**config.mk**
```make
export PLATFORM = sky130hd
export DESIGN_NAME = vga_timing_gen_flat
export DESIGN_NICKNAME = d
export VERILOG_FILES = /design/src/rtl/vga_timing_gen_if.sv /design/src/rtl/vga_timing_gen.sv /design/src/flat_wrapper.sv
export SDC_FILE = /design/constraint.sdc
export NUM_CORES = 1
export LEC_CHECK = 0
export ABC_AREA = 1
export CAP_MARGIN = 20
export CORE_MARGIN = 2
export CORE_UTILIZATION = 40
export DETAILED_ROUTE_END_ITERATION = 10
export GPL_TIMING_DRIVEN = 1
export PLACE_DENSITY_LB_ADDON = 0.1
export SLEW_MARGIN = 25
export SYNTH_ARGS = -nofsm -noshare
export SYNTH_HDL_FRONTEND = slang
export SYNTH_SLANG_ARGS = --single-unit
```
**constraint.sdc**
```tcl
create_clock -name clk_clk -period 1.8 [get_ports clk_clk]
set_input_delay 0.27 -clock clk_clk [delete_from_list [all_inputs] [get_ports clk_clk]]
set_output_delay 0.27 -clock clk_clk [all_outputs]
set_load 0.05 [all_outputs]
```
**src/rtl/vga_timing_gen_if.sv**
```systemverilog
// ---------------------------------------------------------------------------
// vga_timing_gen_if
// Bundle between the VGA timing/pixel stage and its neighbours.
//   master : the timing generator. It drives the coordinates, the tick, the
//            DAC colours, the syncs and the strobes. It receives the pixel
//            colour and the display enable.
//   slave  : the frame-buffer reader / pin side. It has the opposite
//            directions.
// Parameters:
//   COLOR_W : bits per colour channel
//   XW, YW  : coordinate widths. These must equal $clog2(H_TOTAL) and
//             $clog2(V_TOTAL) of the attached generator.
// ---------------------------------------------------------------------------
interface vga_timing_gen_if #(
  parameter int COLOR_W = 3,
  parameter int XW      = 10,
  parameter int YW      = 10
);
  logic               check_printting_export;
  logic [COLOR_W-1:0] pixel_r;
  logic [COLOR_W-1:0] pixel_g;
  logic [COLOR_W-1:0] pixel_b;
  logic [XW-1:0]      pixel_x;
  logic [YW-1:0]      pixel_y;
  logic               pixel_tick;
  logic [COLOR_W-1:0] color_r_readdata;
  logic [COLOR_W-1:0] color_g_readdata;
  logic [COLOR_W-1:0] color_b_readdata;
  logic               hsync_writeresponsevalid_n;
  logic               vsync_writeresponsevalid_n;
  logic               printting_writeresponsevalid_n;
  logic               frame_start;
  logic               line_start;

  modport master (
    input  check_printting_export, pixel_r, pixel_g, pixel_b,
    output pixel_x, pixel_y, pixel_tick,
    output color_r_readdata, color_g_readdata, color_b_readdata,
    output hsync_writeresponsevalid_n, vsync_writeresponsevalid_n,
    output printting_writeresponsevalid_n, frame_start, line_start
  );

  modport slave (
    output check_printting_export, pixel_r, pixel_g, pixel_b,
    input  pixel_x, pixel_y, pixel_tick,
    input  color_r_readdata, color_g_readdata, color_b_readdata,
    input  hsync_writeresponsevalid_n, vsync_writeresponsevalid_n,
    input  printting_writeresponsevalid_n, frame_start, line_start
  );
endinterface

```
**src/rtl/vga_timing_gen.sv**
```systemverilog
// ---------------------------------------------------------------------------
// vga_timing_gen
// Parametrised VGA timing generator and pixel-output register. It sits
// between the frame-buffer/sprite reader and the VGA DAC pins.
//
// Ports:
//   clk_clk     : system clock. One pixel lasts CLK_DIV clocks.
//   reset_reset : synchronous, active-high reset.
//   vga         : vga_timing_gen_if.master, carrying:
//     in  check_printting_export : display enable. When 0, colours are 0
//                                  and timing keeps running.
//     in  pixel_r/g/b            : colour for the current (pixel_x, pixel_y)
//     out pixel_x/pixel_y        : live h/v counters, with no latency
//     out pixel_tick             : high in the last clock of each pixel
//     out color_*_readdata       : registered colour to the DAC
//     out hsync/vsync_*_n        : registered syncs (HSYNC_POL/VSYNC_POL)
//     out printting_*_n          : registered active-video flag
//     out frame_start/line_start : one-clock strobes. Each is high in the
//                                  first clock in which the output register
//                                  holds pixel (0,0) or column 0.
//
// The output register is loaded on each tick. The syncs, colours and strobes
// therefore lag pixel_x/pixel_y by one pixel.
//
// Optional build macro VGA_TEST_PATTERN_EN: replaces pixel_r/g/b with eight
// vertical colour bars (bar index = h_cnt*8/H_ACTIVE). Bit 0 of the index
// drives red, bit 1 green and bit 2 blue. Blanking and the enable gating
// still apply.
// ---------------------------------------------------------------------------
module vga_timing_gen #(
  parameter int H_ACTIVE  = 640,
  parameter int H_FP      = 16,
  parameter int H_SYNC    = 96,
  parameter int H_BP      = 48,
  parameter int V_ACTIVE  = 480,
  parameter int V_FP      = 10,
  parameter int V_SYNC    = 2,
  parameter int V_BP      = 33,
  parameter int COLOR_W   = 3,
  parameter int HSYNC_POL = 0,
  parameter int VSYNC_POL = 0,
  parameter int CLK_DIV   = 2
) (
  input logic              clk_clk,
  input logic              reset_reset,
  vga_timing_gen_if.master vga
);

  localparam int H_TOTAL = H_ACTIVE + H_FP + H_SYNC + H_BP;
  localparam int V_TOTAL = V_ACTIVE + V_FP + V_SYNC + V_BP;
  localparam int XW      = $clog2(H_TOTAL);
  localparam int YW      = $clog2(V_TOTAL);
  localparam int DW      = (CLK_DIV > 1) ? $clog2(CLK_DIV) : 1;

  localparam logic [DW-1:0] DIV_LAST  = DW'(CLK_DIV - 1);
  localparam logic [DW-1:0] DIV_ONE   = DW'(1);
  localparam logic [XW-1:0] H_LAST    = XW'(H_TOTAL - 1);
  localparam logic [XW-1:0] X_ONE     = XW'(1);
  localparam logic [XW-1:0] H_ACT_END = XW'(H_ACTIVE);
  localparam logic [XW-1:0] HS_BEGIN  = XW'(H_ACTIVE + H_FP);
  localparam logic [XW-1:0] HS_END    = XW'(H_ACTIVE + H_FP + H_SYNC);
  localparam logic [YW-1:0] V_LAST    = YW'(V_TOTAL - 1);
  localparam logic [YW-1:0] Y_ONE     = YW'(1);
  localparam logic [YW-1:0] V_ACT_END = YW'(V_ACTIVE);
  localparam logic [YW-1:0] VS_BEGIN  = YW'(V_ACTIVE + V_FP);
  localparam logic [YW-1:0] VS_END    = YW'(V_ACTIVE + V_FP + V_SYNC);

  localparam logic HS_ACT   = (HSYNC_POL != 0) ? 1'b1 : 1'b0;
  localparam logic VS_ACT   = (VSYNC_POL != 0) ? 1'b1 : 1'b0;
  // The divider resets to 0. That is already the last phase when CLK_DIV is 1.
  localparam logic TICK_RST = (CLK_DIV == 1) ? 1'b1 : 1'b0;

  if (H_ACTIVE < 1 || H_FP < 1 || H_SYNC < 1 || H_BP < 1 ||
      V_ACTIVE < 1 || V_FP < 1 || V_SYNC < 1 || V_BP < 1 || CLK_DIV < 1) begin : g_bad_params
    $fatal(1, "vga_timing_gen: zero active/porch/sync value or CLK_DIV < 1");
  end

  logic [DW-1:0]      div_cnt_q, div_cnt_d;
  logic               tick_q, tick_d;
  logic [XW-1:0]      h_cnt_q, h_cnt_d;
  logic [YW-1:0]      v_cnt_q, v_cnt_d;
  logic               hsync_q, hsync_d;
  logic               vsync_q, vsync_d;
  logic               act_q, act_d;
  logic [COLOR_W-1:0] r_q, r_d;
  logic [COLOR_W-1:0] g_q, g_d;
  logic [COLOR_W-1:0] b_q, b_d;
  logic               line_start_q, line_start_d;
  logic               frame_start_q, frame_start_d;

  logic               active_s;
  logic               hs_on_s;
  logic               vs_on_s;
  logic [COLOR_W-1:0] src_r_s;
  logic [COLOR_W-1:0] src_g_s;
  logic [COLOR_W-1:0] src_b_s;

`ifdef VGA_TEST_PATTERN_EN
  localparam logic [XW+2:0] BAR_DIV = (XW+3)'(H_ACTIVE);
  logic [2:0] bar_s;

  // Bar index across the visible width. It is used only while h_cnt < H_ACTIVE.
  always_comb begin
    bar_s   = 3'({h_cnt_q, 3'b000} / BAR_DIV);
    src_r_s = {COLOR_W{bar_s[0]}};
    src_g_s = {COLOR_W{bar_s[1]}};
    src_b_s = {COLOR_W{bar_s[2]}};
  end
`else
  assign src_r_s = vga.pixel_r;
  assign src_g_s = vga.pixel_g;
  assign src_b_s = vga.pixel_b;
`endif

  // Decode the screen region from the live counters.
  always_comb begin
    active_s = (h_cnt_q < H_ACT_END) && (v_cnt_q < V_ACT_END);
    hs_on_s  = (h_cnt_q >= HS_BEGIN) && (h_cnt_q < HS_END);
    vs_on_s  = (v_cnt_q >= VS_BEGIN) && (v_cnt_q < VS_END);
  end

  // Next state for the divider, the pixel counters, the output register and
  // the strobes.
  always_comb begin
    div_cnt_d     = div_cnt_q;
    h_cnt_d       = h_cnt_q;
    v_cnt_d       = v_cnt_q;
    hsync_d       = hsync_q;
    vsync_d       = vsync_q;
    act_d         = act_q;
    r_d           = r_q;
    g_d           = g_q;
    b_d           = b_q;
    line_start_d  = 1'b0;
    frame_start_d = 1'b0;

    if (div_cnt_q == DIV_LAST) begin
      div_cnt_d = '0;
    end else begin
      div_cnt_d = div_cnt_q + DIV_ONE;
    end
    // Registering the decode of the next divider value gives the same timing
    // as decoding div_cnt directly.
    tick_d = (div_cnt_d == DIV_LAST);

    if (tick_q) begin
      if (h_cnt_q == H_LAST) begin
        h_cnt_d = '0;
        if (v_cnt_q == V_LAST) begin
          v_cnt_d = '0;
        end else begin
          v_cnt_d = v_cnt_q + Y_ONE;
        end
      end else begin
        h_cnt_d = h_cnt_q + X_ONE;
      end

      hsync_d = hs_on_s ? HS_ACT : ~HS_ACT;
      vsync_d = vs_on_s ? VS_ACT : ~VS_ACT;
      act_d   = active_s;

      if (active_s && vga.check_printting_export) begin
        r_d = src_r_s;
        g_d = src_g_s;
        b_d = src_b_s;
      end else begin
        r_d = '0;
        g_d = '0;
        b_d = '0;
      end

      // The strobe is high only in the one clock after the loading tick.
      line_start_d  = (h_cnt_q == '0);
      frame_start_d = (h_cnt_q == '0) && (v_cnt_q == '0);
    end else begin
      line_start_d  = 1'b0;
      frame_start_d = 1'b0;
    end
  end

  // State update with a synchronous active-high reset.
  always_ff @(posedge clk_clk) begin
    if (reset_reset) begin
      div_cnt_q     <= '0;
      tick_q        <= TICK_RST;
      h_cnt_q       <= '0;
      v_cnt_q       <= '0;
      hsync_q       <= ~HS_ACT;
      vsync_q       <= ~VS_ACT;
      act_q         <= 1'b0;
      r_q           <= '0;
      g_q           <= '0;
      b_q           <= '0;
      line_start_q  <= 1'b0;
      frame_start_q <= 1'b0;
    end else begin
      div_cnt_q     <= div_cnt_d;
      tick_q        <= tick_d;
      h_cnt_q       <= h_cnt_d;
      v_cnt_q       <= v_cnt_d;
      hsync_q       <= hsync_d;
      vsync_q       <= vsync_d;
      act_q         <= act_d;
      r_q           <= r_d;
      g_q           <= g_d;
      b_q           <= b_d;
      line_start_q  <= line_start_d;
      frame_start_q <= frame_start_d;
    end
  end

  assign vga.pixel_x                        = h_cnt_q;
  assign vga.pixel_y                        = v_cnt_q;
  assign vga.pixel_tick                     = tick_q;
  assign vga.color_r_readdata               = r_q;
  assign vga.color_g_readdata               = g_q;
  assign vga.color_b_readdata               = b_q;
  assign vga.hsync_writeresponsevalid_n     = hsync_q;
  assign vga.vsync_writeresponsevalid_n     = vsync_q;
  assign vga.printting_writeresponsevalid_n = act_q;
  assign vga.frame_start                    = frame_start_q;
  assign vga.line_start                     = line_start_q;

endmodule
```
**src/flat_wrapper.sv**
```systemverilog
// flat-port wrapper written by rule: the top's interface ports become plain ports
module vga_timing_gen_flat 
#(
  parameter int H_ACTIVE  = 640,
  parameter int H_FP      = 16,
  parameter int H_SYNC    = 96,
  parameter int H_BP      = 48,
  parameter int V_ACTIVE  = 480,
  parameter int V_FP      = 10,
  parameter int V_SYNC    = 2,
  parameter int V_BP      = 33,
  parameter int COLOR_W   = 3,
  parameter int HSYNC_POL = 0,
  parameter int VSYNC_POL = 0,
  parameter int CLK_DIV   = 2
)
  (clk_clk, reset_reset, vga_check_printting_export, vga_pixel_r, vga_pixel_g, vga_pixel_b, vga_pixel_x, vga_pixel_y, vga_pixel_tick, vga_color_r_readdata, vga_color_g_readdata, vga_color_b_readdata, vga_hsync_writeresponsevalid_n, vga_vsync_writeresponsevalid_n, vga_printting_writeresponsevalid_n, vga_frame_start, vga_line_start);
  vga_timing_gen_if #(.COLOR_W(COLOR_W)) vga_i ();
  input logic clk_clk;
  input logic reset_reset;
  input wire logic [$bits(vga_i.check_printting_export)-1:0] vga_check_printting_export;
  input wire logic [$bits(vga_i.pixel_r)-1:0] vga_pixel_r;
  input wire logic [$bits(vga_i.pixel_g)-1:0] vga_pixel_g;
  input wire logic [$bits(vga_i.pixel_b)-1:0] vga_pixel_b;
  output wire logic [$bits(vga_i.pixel_x)-1:0] vga_pixel_x;
  output wire logic [$bits(vga_i.pixel_y)-1:0] vga_pixel_y;
  output wire logic [$bits(vga_i.pixel_tick)-1:0] vga_pixel_tick;
  output wire logic [$bits(vga_i.color_r_readdata)-1:0] vga_color_r_readdata;
  output wire logic [$bits(vga_i.color_g_readdata)-1:0] vga_color_g_readdata;
  output wire logic [$bits(vga_i.color_b_readdata)-1:0] vga_color_b_readdata;
  output wire logic [$bits(vga_i.hsync_writeresponsevalid_n)-1:0] vga_hsync_writeresponsevalid_n;
  output wire logic [$bits(vga_i.vsync_writeresponsevalid_n)-1:0] vga_vsync_writeresponsevalid_n;
  output wire logic [$bits(vga_i.printting_writeresponsevalid_n)-1:0] vga_printting_writeresponsevalid_n;
  output wire logic [$bits(vga_i.frame_start)-1:0] vga_frame_start;
  output wire logic [$bits(vga_i.line_start)-1:0] vga_line_start;
  assign vga_i.check_printting_export = vga_check_printting_export;
  assign vga_i.pixel_r = vga_pixel_r;
  assign vga_i.pixel_g = vga_pixel_g;
  assign vga_i.pixel_b = vga_pixel_b;
  assign vga_pixel_x = vga_i.pixel_x;
  assign vga_pixel_y = vga_i.pixel_y;
  assign vga_pixel_tick = vga_i.pixel_tick;
  assign vga_color_r_readdata = vga_i.color_r_readdata;
  assign vga_color_g_readdata = vga_i.color_g_readdata;
  assign vga_color_b_readdata = vga_i.color_b_readdata;
  assign vga_hsync_writeresponsevalid_n = vga_i.hsync_writeresponsevalid_n;
  assign vga_vsync_writeresponsevalid_n = vga_i.vsync_writeresponsevalid_n;
  assign vga_printting_writeresponsevalid_n = vga_i.printting_writeresponsevalid_n;
  assign vga_frame_start = vga_i.frame_start;
  assign vga_line_start = vga_i.line_start;
  vga_timing_gen #(.H_ACTIVE(H_ACTIVE), .H_FP(H_FP), .H_SYNC(H_SYNC), .H_BP(H_BP), .V_ACTIVE(V_ACTIVE), .V_FP(V_FP), .V_SYNC(V_SYNC), .V_BP(V_BP), .COLOR_W(COLOR_W), .HSYNC_POL(HSYNC_POL), .VSYNC_POL(VSYNC_POL), .CLK_DIV(CLK_DIV)) u_core (.clk_clk(clk_clk), .reset_reset(reset_reset), .vga(vga_i));
endmodule
```
==> Word-level counts from Yosys, hierarchy flattened <==
Cells that the tools add are included.
{ "word_totals": {"register_bits": 35, "in_bits": 12, "output_inout_bits": 35, "wordCells": 40} }
{ "op_classes": {"n_addsub": 3, "order_cmp": 6, "n_eq_ne": 2, "mux": 7, "bitwise": 1, "n_reduce_logical": 10} }
{ "ops": {"columns": ["operator", "n"], "rows": [
  ["$add 10x1->10 const B", 2],
  ["$eq 10x10->1 const B", 2],
  ["$logic_not 10->1", 2],
  ["$lt 10x10->1 const B", 2],
  ["$lt 10x9->1 const B", 2],
  ["$mux 10", 2],
  ["$ge 10x10->1 const B", 1],
  ["$ge 10x9->1 const B", 1],
  ["$mux 3", 3],
  ["$logic_and 1x1->1", 5],
  ["$reduce_or 2->1", 2],
  ["$mux 1", 2],
  ["$reduce_and 2->1", 1],
  ["$add 1x1->1 const B", 1],
  ["$not 1->1", 1]
]} }

==> Depth between registers and ports, before layout <==
{ "logic_depth": {"depth_word": 4, "mapped_depth": 9} }

==> Worst setup path before layout <==
No wires, ideal clock.
{ "synth_timing": {"kind": "reg-to-reg", "start": "reg u_core.h_cnt_q[1] (netlist: u_core.vga.pixel_x[1])", "end": "reg u_core.v_cnt_q[9] (netlist: u_core.vga.pixel_y[9])", "arrival_time_ps": 1639, "slack_ps": 43, "stages_incl_launch_ff": 9, "path_cell_list": "dfxtp_1 -> ha_1 -> nand3_4 -> nor2_8 -> nand2_4 -> nor2_8 -> nand3_1 -> nand2_1 -> nor2_1"} }
{ "synth_via": {"elab_chain_len": 2} }
{ "synth_rtl": {"columns": ["item", "line", "source"], "rows": [
  ["start: declaration", "vga_timing_gen.sv:80", "logic [XW-1:0] h_cnt_q, h_cnt_d;"],
  ["start signal: assignment", "vga_timing_gen.sv:199", "h_cnt_q <= h_cnt_d;"],
  ["$eq 10x10->1", "vga_timing_gen.sv:147", "if (h_cnt_q == H_LAST) begin"],
  ["$reduce_and 2->1 (no line)", null, null],
  ["end signal: assignment", "vga_timing_gen.sv:200", "v_cnt_q <= v_cnt_d;"],
  ["end: declaration", "vga_timing_gen.sv:81", "logic [YW-1:0] v_cnt_q, v_cnt_d;"]
]} }
Every way passes these cells.
A chain may end at the register's enable or synchronous reset.

==> Final worst setup path <==
{ "layout_timing": {"start": "reg u_core.h_cnt_q[6] (netlist: u_core.vga.pixel_x[6])", "end": "out vga_pixel_x[6]"} }
{ "layout_lines": {"columns": ["item", "line", "source"], "rows": [
  ["end: declaration", "flat_wrapper.sv:25", "output wire logic [$bits(vga_i.pixel_x)-1:0] vga_pixel_x;"]
]} }
No word-level cell between the ends.

==> flow_summary.json <==
{
  "p_per_area_mw_per_mm2": 717,
  "rsz0062_at_grt": "false",
  "utilization_pct": 55.6,
  "htreeDepth": 2,
  "async_flop_share_pct": 0,
  "postSynth.topFlopCell": "dfxtp_1",
  "critPathMaxFanout": 3,
  "ioPinCount": 47,
  "cts.sinks": 35,
  "synthCells": 247,
  "finalSetupViolations": 0,
  "synth_nets": 263,
  "stdcell_area_mm2": 0.00242,
  "drtAntennaViolNets": 0,
  "cp.required_ns": 1.53,
  "grt_pass1_wl_um": 7250,
  "fin_nets": 316,
  "power_mw": 1.74,
  "post_cts_buffers": 0,
  "fp.coreArea_mm2": 0.00435,
  "drive_gt1_share_pct": 18.9,
  "dp_hpwl_um": 3230,
  "min_period_ns": 1.73,
  "clock.fmax_ghz": 0.578,
  "path_buf_inv": 1,
  "drt_iter0_markers": 68,
  "final_max_slew_viol_count": 0,
  "syn2layout_area_growth_pct": 33.9,
  "syn_avg_cell_area_um2": 7.32,
  "cts-buffers-inserted": 5,
  "ctsResizeCount": 0,
  "worst_pin_slew_ns": 0.510,
  "cts_buffer_depth": 2,
  "crit_chain": "clkdlybuf4s50_1",
  "seq_area_frac_synth_pct": 38.8,
  "synth_cell_types": 31,
  "grt_use_met2_pct": 25.7,
  "synth_edf_count": 0,
  "via_per_inst": 4.77,
  "p_leak_nw": 1.07,
  "outcome": "complete, no violations",
  "wl_per_cell_um": 12.2,
  "route.detailed.drc": 0,
  "dr.pass1.iters": 4,
  "path_clk_slew_ns": 0.08,
  "maxCapViolCount": 0,
  "tritoncts": "yes",
  "grt_max_degree": 14,
  "cp-start-kind": "register",
  "cts_hold_buf": 0,
  "clock-root-buffer": "clkbuf_8",
  "critical_path.max_stage_delay_ns": 0.81,
  "grt_pass1_vias": 1515,
  "rows": 24,
  "grt_overflow": 0,
  "critical-path-top-delay-family": "buffers and inverters",
  "hold_viol": 0,
  "critPathKind": "register to output port",
  "place.port_buffers": 46,
  "relSlewSlack_pct": 65.9,
  "gp_congestion": 0.921,
  "track_usage_pct": 18.1,
  "fp.dieH_um": 71.2,
  "grt_util_met3_pct": 5.91,
  "grt_most_used_layer": "met1",
  "syn_area_mm2": 0.00181,
  "synth_seq_cells": 35,
  "start_util_pct": 41.5,
  "die_w_um": 71.2,
  "skew_ns": 0.00890,
  "met1_usage_pct": 25.8,
  "peakVddDrop_mv": 0.479,
  "yosysWarnings": 0,
  "fin_crit_sh_pct": 96.2,
  "n_fill_cell": 432,
  "insertion_delay_ns": 0.29,
  "antenna_found_initial": 0,
  "routed_wl_um": 4310,
  "crit_path_end_kind": "output port",
  "hp-class": "register to register",
  "n_antenna_cell": 0,
  "cp.arrival_ns": 1.46,
  "fin_setup_tns_ns": 0,
  "vias": 1685,
  "die_area_mm2": 0.00507,
  "cp_slowest_cell": "clkdlybuf4s50_1",
  "post_dp_cell_area_mm2": 0.00230
}
==> report_power, final <==
group | internal [mW] | switching (mW) | total [mW]
registers | 0.791 | 0.0147 | 0.806
clock network | 0.420 | 0.313 | 0.732
logic | 0.0759 | 0.122 | 0.198
==> final timing paths <==
kind / from / endpoint / slack, ns / cells after the start
worst max-delay path: u_core.vga.pixel_x[6] / vga_pixel_x[6] / 0.07 / 1
worst min-delay path: u_core.vga.color_r_readdata[1] / u_core.vga.color_r_readdata[1] / 0.46 / 2
worst max register to register: u_core.vga.pixel_x[0] / u_core.vga.pixel_y[3] / 0.28 / 8
worst min register to register: u_core.vga.color_r_readdata[1] / u_core.vga.color_r_readdata[1] / 0.46 / 2
==> registers in the layout, summed over array words and instances (netlist names) <==
name                                       cells
u_core.vga.hsync_writeresponsevalid_n          1
u_core.vga.color_b_readdata                    3
u_core.vga.line_start                          1
u_core.vga.color_g_readdata                    3
u_core.vga.pixel_y                            10
u_core.vga.color_r_readdata                    3
u_core.vga.frame_start                         1
u_core.vga.pixel_x                            10
u_core.vga.vsync_writeresponsevalid_n          1
u_core.vga.printting_writeresponsevalid_n      1
u_core.div_cnt_q                               1
==> area by class of cell <==
class / count / area, um2 / area share, %
flip-flops and latches: 35 / 701 / 28.9
clock inverters: 3 / 47.5 / 1.96
repair buffers: 51 / 460 / 19.0
well taps: 52 / 65.1 / 2.69
inverters: 31 / 124 / 5.12
clock buffers: 5 / 68.8 / 2.84
multi-input cells: 176 / 955 / 39.4
==> per-stage QoR <==
stage	setup WS [ns]	hold WS (ns)	instances
finish	0.0692	0.465	353
global route	0.0190	0.480	353
CTS	0.0599	0.466	353
detailed placement	0.134	0.452	345
global placement	0.172	0.450	345
floorplan	0.0435	0.423	247
==> per-layer routing <==
| layer | vias to the layer above | part of all wire (%) |
|---|---|---|
| met5 | - | 0 |
| met4 | 0 | 0.98 |
| met3 | 4 | 5.9 |
| met2 | 39 | 42 |
| met1 | 741 | 51 |
| li1 | 901 | - |
==> cells in the mapped netlist, types with 2 or more instances <==
cell type  count  area, um2
nor2_1        36        135
nor3b_1        2       15.0
nand2_2        6       37.5
inv_1         27        101
buf_2          2       10.0
inv_2          2       7.51
xor2_1         2       17.5
nand2_1       58        218
o21bai_2       4       45.0
buf_4          2       15.0
o21ai_1        9       45.0
nor2_8         2       40.0
nand3b_1       3       22.5
nand4_1        9       56.3
nand3_1       17       85.1
dfxtp_1       35        701
nor3_1         4       20.0
a21oi_1        5       25.0
ha_1           4       50.1
nand3_4        2       35.0
o21ai_0        6       30.0
==> kinds of logic after synthesis <==
logic type,after synthesis,share of synthesized area [%]
and+or+nand+nor,144,40.1
adders and majority gates,4,2.77
AOI/OAI and AO/OA,26,9.00
xor gates and xnor gates,2,0.969
buffers and inverters,36,8.44
DFF,35,38.8
==> placed cells by master, fill, tap and decap left out, drive strengths merged <==
cell,count
a21oi,5
a41oi,1
buf,25
bufinv,1
clkbuf,5
clkdlybuf4s50,26
clkinv,1
dfxtp,35
ha,4
inv,32
nand2,65
nand3,19
nand3b,4
nand4,9
nor2,39
nor3,6
nor3b,2
o21ai,16
o21bai,4
xor2,2
(Power assumes the default switching activity.)
